<file path="src/rtl/rotate_right_seq_if.sv">
`default_nettype none
// +---------------------------------------------------------------------------+
// | rotate_right_seq_if : request/response bundle for the rotate_right_seq     |
// | Revision: 1.0                                                             |
// +---------------------------------------------------------------------------+
interface rotate_right_seq_if #(
  parameter int WIDTH = 32,
  parameter int AMT_W = 5
);
  logic             start;
  logic [1:0]       op;
  logic [WIDTH-1:0] data_in;
  logic [AMT_W-1:0] amount;
  logic             busy;
  logic             done;
  logic [WIDTH-1:0] result;

  modport master (
    output start, op, data_in, amount,
    input  busy, done, result
  );

  modport slave (
    input  start, op, data_in, amount,
    output busy, done, result
  );
endinterface
`default_nettype wire

</file>
<file path="src/rtl/rotate_right_seq.sv">
`default_nettype none
// +---------------------------------------------------------------------------+
// | rotate_right_seq : iterative ROR / SHR / SHRA unit, coarse + single steps  |
// | Revision: 1.0                                                             |
// +---------------------------------------------------------------------------+
module rotate_right_seq #(
  parameter int WIDTH    = 32,
  parameter int AMT_W    = 5,
  parameter int BIG_STEP = 4
) (
  input  wire logic          clock,
  input  wire logic          resetn,
  rotate_right_seq_if.slave  bus
);

  typedef enum logic [0:0] {
    IDLE = 1'b0,
    RUN  = 1'b1
  } state_t;

  localparam logic [AMT_W-1:0] c_big  = AMT_W'(BIG_STEP);
  localparam logic [1:0]       c_shr  = 2'b01;
  localparam logic [1:0]       c_shra = 2'b10;

  state_t           r_state, w_state_nxt;
  logic [WIDTH-1:0] r_work, w_work_nxt;
  logic [AMT_W-1:0] r_cnt, w_cnt_nxt;
  logic [1:0]       r_op, w_op_nxt;
  logic             r_done, w_done_nxt;
  logic [WIDTH-1:0] r_result, w_result_nxt;

  logic [BIG_STEP-1:0] w_fill_big;
  logic                w_fill_one;

  // Bits entering at the MSB: wrapped LSBs for ROR (and op 11), zeros, or sign copies.
  always_comb begin
    w_fill_big = r_work[BIG_STEP-1:0];
    w_fill_one = r_work[0];
    if (r_op == c_shr) begin
      w_fill_big = '0;
      w_fill_one = 1'b0;
    end else if (r_op == c_shra) begin
      w_fill_big = {BIG_STEP{r_work[WIDTH-1]}};
      w_fill_one = r_work[WIDTH-1];
    end
  end

  always_comb begin
    w_state_nxt  = r_state;
    w_work_nxt   = r_work;
    w_cnt_nxt    = r_cnt;
    w_op_nxt     = r_op;
    w_done_nxt   = 1'b0;
    w_result_nxt = r_result;
    case (r_state)
      IDLE: begin
        if (bus.start) begin
          w_work_nxt  = bus.data_in;
          w_cnt_nxt   = bus.amount;
          w_op_nxt    = bus.op;
          w_state_nxt = RUN;
        end
      end
      RUN: begin
        if (r_cnt == '0) begin
          w_result_nxt = r_work;
          w_done_nxt   = 1'b1;
          w_state_nxt  = IDLE;
        end else if (r_cnt >= c_big) begin
          w_work_nxt = {w_fill_big, r_work[WIDTH-1:BIG_STEP]};
          w_cnt_nxt  = r_cnt - c_big;
        end else begin
          w_work_nxt = {w_fill_one, r_work[WIDTH-1:1]};
          w_cnt_nxt  = r_cnt - 1'b1;
        end
      end
      default: w_state_nxt = IDLE;
    endcase
  end

  always_ff @(posedge clock or negedge resetn) begin
    if (!resetn) begin
      r_state  <= IDLE;
      r_work   <= '0;
      r_cnt    <= '0;
      r_op     <= '0;
      r_done   <= 1'b0;
      r_result <= '0;
    end else begin
      r_state  <= w_state_nxt;
      r_work   <= w_work_nxt;
      r_cnt    <= w_cnt_nxt;
      r_op     <= w_op_nxt;
      r_done   <= w_done_nxt;
      r_result <= w_result_nxt;
    end
  end

  assign bus.busy   = (r_state == RUN);
  assign bus.done   = r_done;
  assign bus.result = r_result;

endmodule
`default_nettype wire
</file>
<file path="src/flat_wrapper.sv">
// flat-port wrapper written by rule: the top's interface ports become plain ports
module rotate_right_seq_flat 
#(
  parameter int WIDTH    = 32,
  parameter int AMT_W    = 5,
  parameter int BIG_STEP = 4
)
  (clock, resetn, bus_start, bus_op, bus_data_in, bus_amount, bus_busy, bus_done, bus_result);
  rotate_right_seq_if #(.WIDTH(WIDTH), .AMT_W(AMT_W)) bus_i ();
  input  wire logic clock;
  input  wire logic resetn;
  input wire logic [$bits(bus_i.start)-1:0] bus_start;
  input wire logic [$bits(bus_i.op)-1:0] bus_op;
  input wire logic [$bits(bus_i.data_in)-1:0] bus_data_in;
  input wire logic [$bits(bus_i.amount)-1:0] bus_amount;
  output wire logic [$bits(bus_i.busy)-1:0] bus_busy;
  output wire logic [$bits(bus_i.done)-1:0] bus_done;
  output wire logic [$bits(bus_i.result)-1:0] bus_result;
  assign bus_i.start = bus_start;
  assign bus_i.op = bus_op;
  assign bus_i.data_in = bus_data_in;
  assign bus_i.amount = bus_amount;
  assign bus_busy = bus_i.busy;
  assign bus_done = bus_i.done;
  assign bus_result = bus_i.result;
  rotate_right_seq #(.WIDTH(WIDTH), .AMT_W(AMT_W), .BIG_STEP(BIG_STEP)) u_core (.clock(clock), .resetn(resetn), .bus(bus_i));
endmodule
</file>
<file path="config.mk">
export PLATFORM = sky130hd
export DESIGN_NAME = rotate_right_seq_flat
export DESIGN_NICKNAME = d
export VERILOG_FILES = /design/src/rtl/rotate_right_seq_if.sv /design/src/rtl/rotate_right_seq.sv /design/src/flat_wrapper.sv
export SDC_FILE = /design/constraint.sdc
export NUM_CORES = 1
export LEC_CHECK = 0
export CAP_MARGIN = 20
export CORE_AREA = 2 2 87 89
export DETAILED_ROUTE_END_ITERATION = 7
export DIE_AREA = 0 0 89 91
export GPL_TIMING_DRIVEN = 0
export PLACE_DENSITY = 0.84
export SLEW_MARGIN = 20
export SYNTH_ARGS = -nofsm -noshare
export SYNTH_HDL_FRONTEND = slang
export SYNTH_SLANG_ARGS = --single-unit
</file>
<file path="constraint.sdc">
create_clock -name clock -period 2.59 [get_ports clock]
set_clock_uncertainty 0.15 [all_clocks]
set_input_delay 0.777 -clock clock [delete_from_list [all_inputs] [get_ports clock]]
set_output_delay 0.777 -clock clock [all_outputs]
set_load 0.005 [all_outputs]
</file>
======== After elaboration in Yosys (flattened, before gate mapping) ========
Index checks and enable logic that the tools add are counted.
word-level totals
  flip-flop bits (word level) ............. 73
  bits in latches ......................... 0
  RAM bits ................................ 0
  bits in read-only memories .............. 0
  input port bits ......................... 42
  output and inout port bits .............. 34
  word-level logic and storage cells ...... 38
  memories ................................ 0
cells by class
  $add $sub $neg .......................... 2
  multiply operators ...................... 0
  div/mod/pow operators ................... 0
  $lt $le $gt $ge ......................... 1
  equal/unequal tests ..................... 5
  shifts and indexed selects .............. 0
  muxes and demuxes ....................... 17
  bitwise logic cells ..................... 1
  reductions and logical operators ........ 5
operators with widths
  operator                                                            number
  two-way mux 32 bit                                                  3
  case mux 32 bit (2 select lines)                                    1
  two-way mux 5 bit                                                   3
  case mux 5 bit (2 select lines)                                     1
  two-way mux 4 bit                                                   2
  two-way mux 1 bit                                                   6
  AND reduction 2 bit                                                 3
  greater-or-equal comparator 5 x 3 -> 1 bit (second input constant)  1
  zero test 5 bit                                                     1
  subtractor 5 x 1 -> 5 bit (second input constant)                   1
  subtractor 5 x 3 -> 5 bit (second input constant)                   1
  inequality test 2 bit (second input constant)                       2
  inequality test 3 bit (second input constant)                       1
  AND reduction 3 bit                                                 1
  equality test 2 x 1 -> 1 bit (second input constant)                1
  equality test 2 bit (second input constant)                         1
  case mux 1 bit (2 select lines)                                     1
  inverter 1 bit                                                      1

======== Logic depth before layout (Yosys ltp) ========
Gate-level depths: netlist of the first run.
  depth after elaboration ................. 6
  gate-level depth with buffers ........... 8
  gate-level depth less buffers ........... 7

======== Worst setup path after synthesis of the first run ========
No wires, ideal clock.
  kind .................................... flip-flop to flip-flop
  start ................................... register u_core.r_cnt[3]
  end ..................................... register u_core.r_cnt[3]
  library setup time ...................... 80 ps
  arrival time ............................ 1775 ps
  required time ........................... 2360 ps
  path slack .............................. 585 ps
  stages on the path, launching flop included .. 8
  path buffers ............................ 1
  period minus slack after synthesis ...... 2005 ps
  path through ............................ dfrtp_1 > inv_1 > ha_1 > a2111oi_4 > buf_6 > nand4_1 > o211a_1 > o22ai_2
between the ends
  longest elaborated chain between the ends .. 4
  elaborated cells between the ends (all ways) .. 9
  those cells by class .................... 2 x add/sub; 1 x order compare; 1 x eq/ne; 3 x mux; 2 x reduce/logical
RTL lines
  item                                               line                    text
  from (decl)                                        rotate_right_seq.sv:27  logic [AMT_W-1:0] r_cnt, w_cnt_nxt;
  from (signal assigned)                             rotate_right_seq.sv:92  r_cnt <= w_cnt_nxt;
  subtractor 5 x 1 -> 5 bit (tied with other cells)  rotate_right_seq.sv:74  w_cnt_nxt = r_cnt - 1'b1;
  two-way mux 5 bit                                  rotate_right_seq.sv:69  end else if (r_cnt >= c_big) begin
  two-way mux 5 bit                                  rotate_right_seq.sv:65  if (r_cnt == '0) begin
  case mux 5 bit (2 select lines)                    rotate_right_seq.sv:55  case (r_state)
Several ways; a longest one is shown, not always the timed one. The select of a mux whose other input is x is not followed.
A chain may end at the register's enable or synchronous reset.

======== Worst setup path in the final report of the first run ========
  start ................................... register u_core.r_cnt[3]
  end ..................................... register u_core.r_work[8]
between the ends
  longest elaborated chain between the ends .. 4
  elaborated cells between the ends (all ways) .. 7
  those cells by class .................... 1 x order compare; 1 x eq/ne; 3 x mux; 2 x reduce/logical
RTL lines
  item                                        line                    text
  greater-or-equal comparator 5 x 3 -> 1 bit  rotate_right_seq.sv:69
  two-way mux 32 bit                          rotate_right_seq.sv:69
  two-way mux 32 bit                          rotate_right_seq.sv:65
  case mux 32 bit (2 select lines)            rotate_right_seq.sv:55
  to (signal assigned)                        rotate_right_seq.sv:91  r_work <= w_work_nxt;
  to (decl)                                   rotate_right_seq.sv:26  logic [WIDTH-1:0] r_work, w_work_nxt;
Several ways; a longest one is shown, not always the timed one. The select of a mux whose other input is x is not followed.

==> results of run 1 <==
## cell type report
type | count | area share
Clock buffer | 12 | 0.03303
Timing Repair Buffer | 76 | 0.1636
Buffer | 29 | 0.02930
Sequential cell | 73 | 0.3889
Clock inverter | 4 | 0.01572
Tap cell | 99 | 0.02637
Multi-Input combinational cell | 325 | 0.3383
Inverter | 6 | 0.004795
## layer usage
| layer | part of all wire | up-vias | track usage | wire length (microns) |
|---|---|---|---|---|
| met3 | 0.076 | 23 | 0.05364 | 703 |
| li1 | - | 1609 | - | - |
| met4 | 0.020 | 0 | 0.06716 | 182 |
| met1 | 0.43 | 1570 | 0.3373 | 4024 |
| met5 | 0 | - | 0 | 0 |
| met2 | 0.47 | 152 | 0.3806 | 4399 |
## power by group through the flow
| stage | sequential, mW | combinational (mW) | clock, mW |
|---|---|---|---|
| finish | 2.11 | 2.45 | 1.04 |
| global route | 2.17 | 2.76 | 1.08 |
| CTS | 2.10 | 2.46 | 1.04 |
| detailed placement | 2.12 | 2.43 | 0 |
| global placement | 2.09 | 2.32 | 0 |
| floorplan | 2.02 | 1.58 | 0 |
## cell usage in the layout (no fill, tap or decap), drive strengths merged, types with 2 or more instances in the layout
| cell type | instances |
|---|---|
| o21ai | 64 |
| nor2 | 6 |
| ha | 4 |
| bufinv | 2 |
| dfrtp | 73 |
| a2bb2oi | 2 |
| mux2 | 4 |
| nand2 | 184 |
| nor2b | 2 |
| nand2b | 4 |
| and3 | 29 |
| a21oi | 3 |
| clkbuf | 33 |
| inv | 6 |
| clkdlybuf4s50 | 74 |
| o211ai | 4 |
| buf | 10 |
| nand3 | 4 |
| clkinv | 2 |
| a221o | 3 |
| a31oi | 3 |
## registers in the layout, indices dropped and copies added, names as in the netlist
name / flops
u_core.bus.busy: 1
u_core.bus.done: 1
u_core.bus.result: 32
u_core.r_cnt: 5
u_core.r_op: 2
u_core.r_work: 32
## cell families (layout without fill, tap and decap cells)
group / after synthesis / after routing
AND/OR/NAND/NOR: 232 / 232
AO/OA/AOI/OAI: 84 / 84
flip-flops: 73 / 73
buffers and inverters: 35 / 127
adder cells (fa/ha/maj): 4 / 4
multiplexers: 4 / 4
XOR/XNOR: 1 / 1
## worst max-delay path by stage
stage / from / endpoint / slack, ns
global placement: resetn / u_core.bus.done / -1.81
finish: u_core.r_cnt[3] / u_core.r_work[8] / 0.20
CTS: u_core.r_cnt[3] / u_core.r_work[8] / 0.23
global route: u_core.r_cnt[2] / u_core.r_work[26] / 0.1
detailed placement: bus_start / u_core.r_work[30] / 0.09
floorplan: u_core.r_cnt[3] / u_core.r_cnt[3] / 0.59
## through the flow
| stage | std cells | hold slack, ns |
|---|---|---|
| finish | 624 | 0.2186 |
| global route | 624 | 0.2542 |
| CTS | 624 | 0.2306 |
| detailed placement | 608 | 0.3115 |
| global placement | 607 | 0.3069 |
| floorplan | 433 | 0.3199 |
## worst max-delay path, delay by kind of cell, from the launching register on
kind                       cells  cell delay, ns
AOI/OAI and AO/OA              2            0.89
adders and majority gates      1            0.23
buffers and inverters          2            0.34
DFF                            1            0.42
and+or+nand+nor                2            0.27
==> metrics, run 1 <==
status complete, no violations; R2R Path End u_core.r_work[8]; worst setup margin approximately 0.20 ns; async set-reset flop share out of synthesis 1.000; post-layout util 0.6581; I/O Pins 76; r2r startpoint u_core.r_cnt[3]; sw frac 0.3716; top-count cell post-synth nand2_1; Synth cell types 31; routability cong. 0.9136; post-synthesis adder-cell area fraction 0.01400; clk_lat worst skew approximately 0.35 ns; Power Internal between 3 and 4 mW; Port Buffers 75; Clock Power Share 0.185; DR vias/cell ~5.4; # clock sinks 73; register area around 1800 sq um; CP max stage cell a2111oi_4; # diodes 0; Die H approximately 91 microns; gr usage total 0.2422; worst vdd ir about 0.49 mV; P_leak roughly 2.2 nW; largest cells by area after synthesis dfrtp_1, nand2_1, and3_1; hpwl dp about 6500 microns; Critical Path AT 2.50 ns; post_cts resized 0; cell taking the most area after synthesis dfrtp_1; vias in the first global route 3271; Synth Cell Area 3576 sq um; Final period util 0.9211; most instantiated cells after synthesis nand2_1, dfrtp_1, o21ai_0; min-delay worst type in2async; maximum clock path buffer count 2; xor/xnor share of the synthesized area 0.002449; Slew headroom 0.5125; mux contribution to synthesized area 0.01260; largest net degree at the start of global routing 39; dpl cell area roughly 4500 sq um; largest family of logic cells by synthesized area simple AND/OR/NAND/NOR gates; Flop pwr share 0.377; R2R cell count 7; setup_tns 0 ns; Site Rows 31; Avg Cell Area, Syn between 8 and 9 sq um; Multi-input gate area ~1600 sq um; fillers around 610; minimum clock period between 2 and 2.5 ns; Die ar. ~8100 sq um; Syn Nets between 400 and 500; Horiz. Die Dim 89 microns; Switch Pwr between 2 and 2.5 mW; drt wl/cell 14.92 microns; remaining antenna violation count 0; total power draw 5.604 mW; # DRC 0; Starting Density 0.5011; unrepaired setup endpoints after global routing no; Pwr Density between 1000 and 1500 nW/um^2; reg2reg setup slack slightly above 0.2 ns; register area share after synthesis 0.5108; CP Max Fanout 10; CTS Buf Count 9; CTS tree built; most common flop cell mapped by yosys dfrtp_1; Yosys warnings 0; Gate power share 0.438; Hold-fix buffers, CTS 0; total gr overflow 0; initial antenna violation count 0; share of layout cells above drive strength 1 0.06476; Placeable Area approximately 7100 sq um; Least-Margin Pin Slew around 0.73 ns; CP Capture Type flip-flop; Pre-antenna DRT Iters 5; Synth Area in Compound Gates 0.1410; H-Tree Depth 3; Placement Setup Slack 0.08992 ns; share of the synthesized area in the top cell type 0.5108; maxcap violations 0; number of synthesized flops with an enable pin 0; f_max ~420 MHz; Reg clk slew, reported paths around 0.08 ns; DRT Wirelength between 9000 and 10000 microns; fin nets around 570; required time of the critical path between 2 and 3 ns; max-slew violations 0; Design Area, Final 4697 sq um; postcts setup bufs 0; Crit path largest cell delay approximately 0.73 ns; CP Launch Type flip-flop; Final Hold Vio Count 0; Simple-Gate Fraction of Synth Area 0.2743; count of state elements after synthesis between 70 and 80; Setup-failing EPs final 0; Syn-to-layout area delta 31.35%; Synth Instances between 400 and 500; Setup CP Type reg2reg; vias around 3400; Clk Tree Root Cell clkbuf_8; DRT iter0 DRCs 286; CP cell instances inv_1 -> ha_1 -> a2111oi_4 -> buf_6 -> nand2_1 -> and3_1 -> o21ai_1; first-pass GRT wire length around 15000 microns
Note: power is estimated with default switching activity, not from simulation.
==> inputs of run 2 (changes only) <==
--- a/config.mk
+++ b/config.mk
@@ -10,7 +10,7 @@
 export DETAILED_ROUTE_END_ITERATION = 7
 export DIE_AREA = 0 0 89 91
 export GPL_TIMING_DRIVEN = 0
-export PLACE_DENSITY = 0.84
+export PLACE_DENSITY = 0.78
 export SLEW_MARGIN = 20
 export SYNTH_ARGS = -nofsm -noshare
 export SYNTH_HDL_FRONTEND = slang
==> run 2 against run 1 <==
Effect of this change:
- register-to-register slack hardly changed
- clock-buffer cell count is 1 lower
- critical path depth stayed put
- cell area is 1.0% lower
==> metrics, run 2 (same netlist as run 1, synthesis figures left out) <==
status complete, no violations; CTS tree built; max-slew violations 0 (unchanged); Slew headroom 0.5109 (-0.001574); Starting Density 0.5011 (unchanged); Least-Margin Pin Slew 0.7336 ns (+0.002361 ns); Setup CP Type reg2reg; share of layout cells above drive strength 1 0.06476 (unchanged); remaining antenna violation count 0 (unchanged); # diodes 0 (unchanged); Pre-antenna DRT Iters 4 (-1); CP Max Fanout 10 (unchanged); Hold-fix buffers, CTS 0 (unchanged); most frequent cells in the layout nand2_1, clkdlybuf4s50_1, dfrtp_1; R2R Path End u_core.r_work[9]; first-pass GRT wire length 14900 microns (-2.7%); drt wl/cell 14.50 microns (-2.8%); CP delay by family, top compound AO/OA/AOI/OAI gates; sw frac 0.3818 (+0.01019); initial antenna violation count 0 (unchanged); CP cell instances inv_1 -> ha_1 -> a2111oi_4 -> buf_6 -> nand2_1 -> and3_1 -> o21ai_1; Die ar. 8099 sq um (unchanged); Final Hold Vio Count 0 (unchanged); Syn-to-layout area delta 29.99%; Pwr Density 1146 nW/um^2 (-3.9%); post_cts resized 0 (unchanged); postcts setup bufs 0 (unchanged); required time of the critical path 2.71 ns (about the same); Setup-failing EPs final 0 (unchanged); H-Tree Depth 3 (unchanged); Power Internal 3.294 mW (-6.5%); Port Buffers 75 (unchanged); unrepaired setup endpoints after global routing no; Site Rows 31 (unchanged); # clock sinks 73 (unchanged); CTS Buf Count 9 (unchanged); fin nets 566 (unchanged); CP Launch Type flip-flop; I/O Pins 76 (unchanged); total gr overflow 0 (unchanged); crit path from u_core.r_cnt[3]; commonest non-fill, non-tap cell in the layout nand2_1; Flop pwr share 0.395 (+0.018); post-layout util 0.6513 (-0.006838); min-delay worst type in2async; maximum clock path buffer count 2 (unchanged); minimum clock period 2.379 ns (-0.006361 ns); gr usage total 0.2336 (-0.008616); worst vdd ir 0.5900 mV (+20%); Clk Tree Root Cell clkbuf_8; Critical Path AT 2.50 ns (about the same); routability cong. 0.8621 (-5.6%); DRT Wirelength 9045 microns (-2.8%); r2r startpoint u_core.r_cnt[3]; vias 3297 (-1.7%); largest net degree at the start of global routing 49 (+26%); Crit path largest cell delay 0.74 ns (about the same); Horiz. Die Dim 89 microns (unchanged); P_leak 2.135 nW (-1.1%); DRT iter0 DRCs 163 (-43%); CP max stage cell a2111oi_4; Reg clk slew, reported paths 0.08 ns (about the same); setup_tns 0 ns (unchanged); Placeable Area 7137 sq um (unchanged); Gate power share 0.456 (+0.018); CP bufs+invs 2 (unchanged); Switch Pwr 2.034 mW (-2.3%); CP Capture Type flip-flop; Die H 91 microns (unchanged); Clock Power Share 0.149 (-0.036); reg2reg setup slack 0.21 ns (about the same); vias in the first global route 3131 (-4.3%); # DRC 0 (unchanged); clk_lat worst skew 0.35 ns (about the same); DR vias/cell 5.284 (-1.7%); Crit path depth 7 (unchanged); hpwl dp 6443 microns (-0.31%); maxcap violations 0 (unchanged); f_max 420.3 MHz (+0.27%); Final period util 0.9186 (-0.002456); total power draw 5.328 mW (-4.9%); R2R cell count 7 (unchanged)
-- run 2: cell types whose count changed in the layout (fill, tap and decap cells not counted) --
cell,change
bufinv_16,-2
clkinv_2,+2
buf_12,-1
buf_16,+1
clkbuf_8,-1
clkinv_4,+1
clkinvlp_4,+1
inv_6,-1
-- run 2: final cells by class --
type / count / area (sq um)
buffer: 29 / 137.6
clock buffer: 11 / 141.4
clock inverter: 5 / 31.28
fill: 635 / 2489
inverter: 6 / 22.52
multi-input combinational: 325 / 1589
sequential: 73 / 1827
tap: 99 / 123.9
timing repair buffer: 76 / 775.7
-- run 2: worst max-delay path by stage --
stage,endpoint
2_1_floorplan,u_core.r_cnt[3]
3_3_place_gp,u_core.bus.result[25]
3_5_place_dp,u_core.r_work[23]
4_1_cts,u_core.r_work[9]
5_1_grt,u_core.r_work[9]
6_report,u_core.r_work[9]
-- run 2: power groups by stage --
stage	combinational [mW]	clock, mW	sequential, mW
floorplan	1.58	0	2.02
global placement	2.35	0	2.09
detailed placement	2.42	0	2.12
CTS	2.44	0.805	2.10
global route	2.71	0.863	2.17
finish	2.43	0.794	2.11
-- run 2: per-layer routing --
metal | vias to the layer above | GRT usage | part of all wire
met1 | 1567 | 0.3355 | 0.45
met4 | 0 | 0.07338 | 0.015
met3 | 16 | 0.03727 | 0.057
met2 | 110 | 0.3619 | 0.47
met5 | - | 0 | 0
li1 | 1604 | - | -
-- run 2: metrics by stage --
| stage | worst slack [ns] | instance area (sq um) | hold slack, ns | std cells |
|---|---|---|---|---|
| final | 0.2108 | 4648 | 0.1826 | 624 |
| after global routing | 0.04993 | 4648 | 0.2084 | 624 |
| after CTS | 0.2073 | 4648 | 0.1958 | 624 |
| after detailed placement | 0.07323 | 4476 | 0.3116 | 608 |
| after global placement | -1.904 | 4451 | 0.3074 | 607 |
| after floorplan | 0.5851 | 3576 | 0.3199 | 433 |
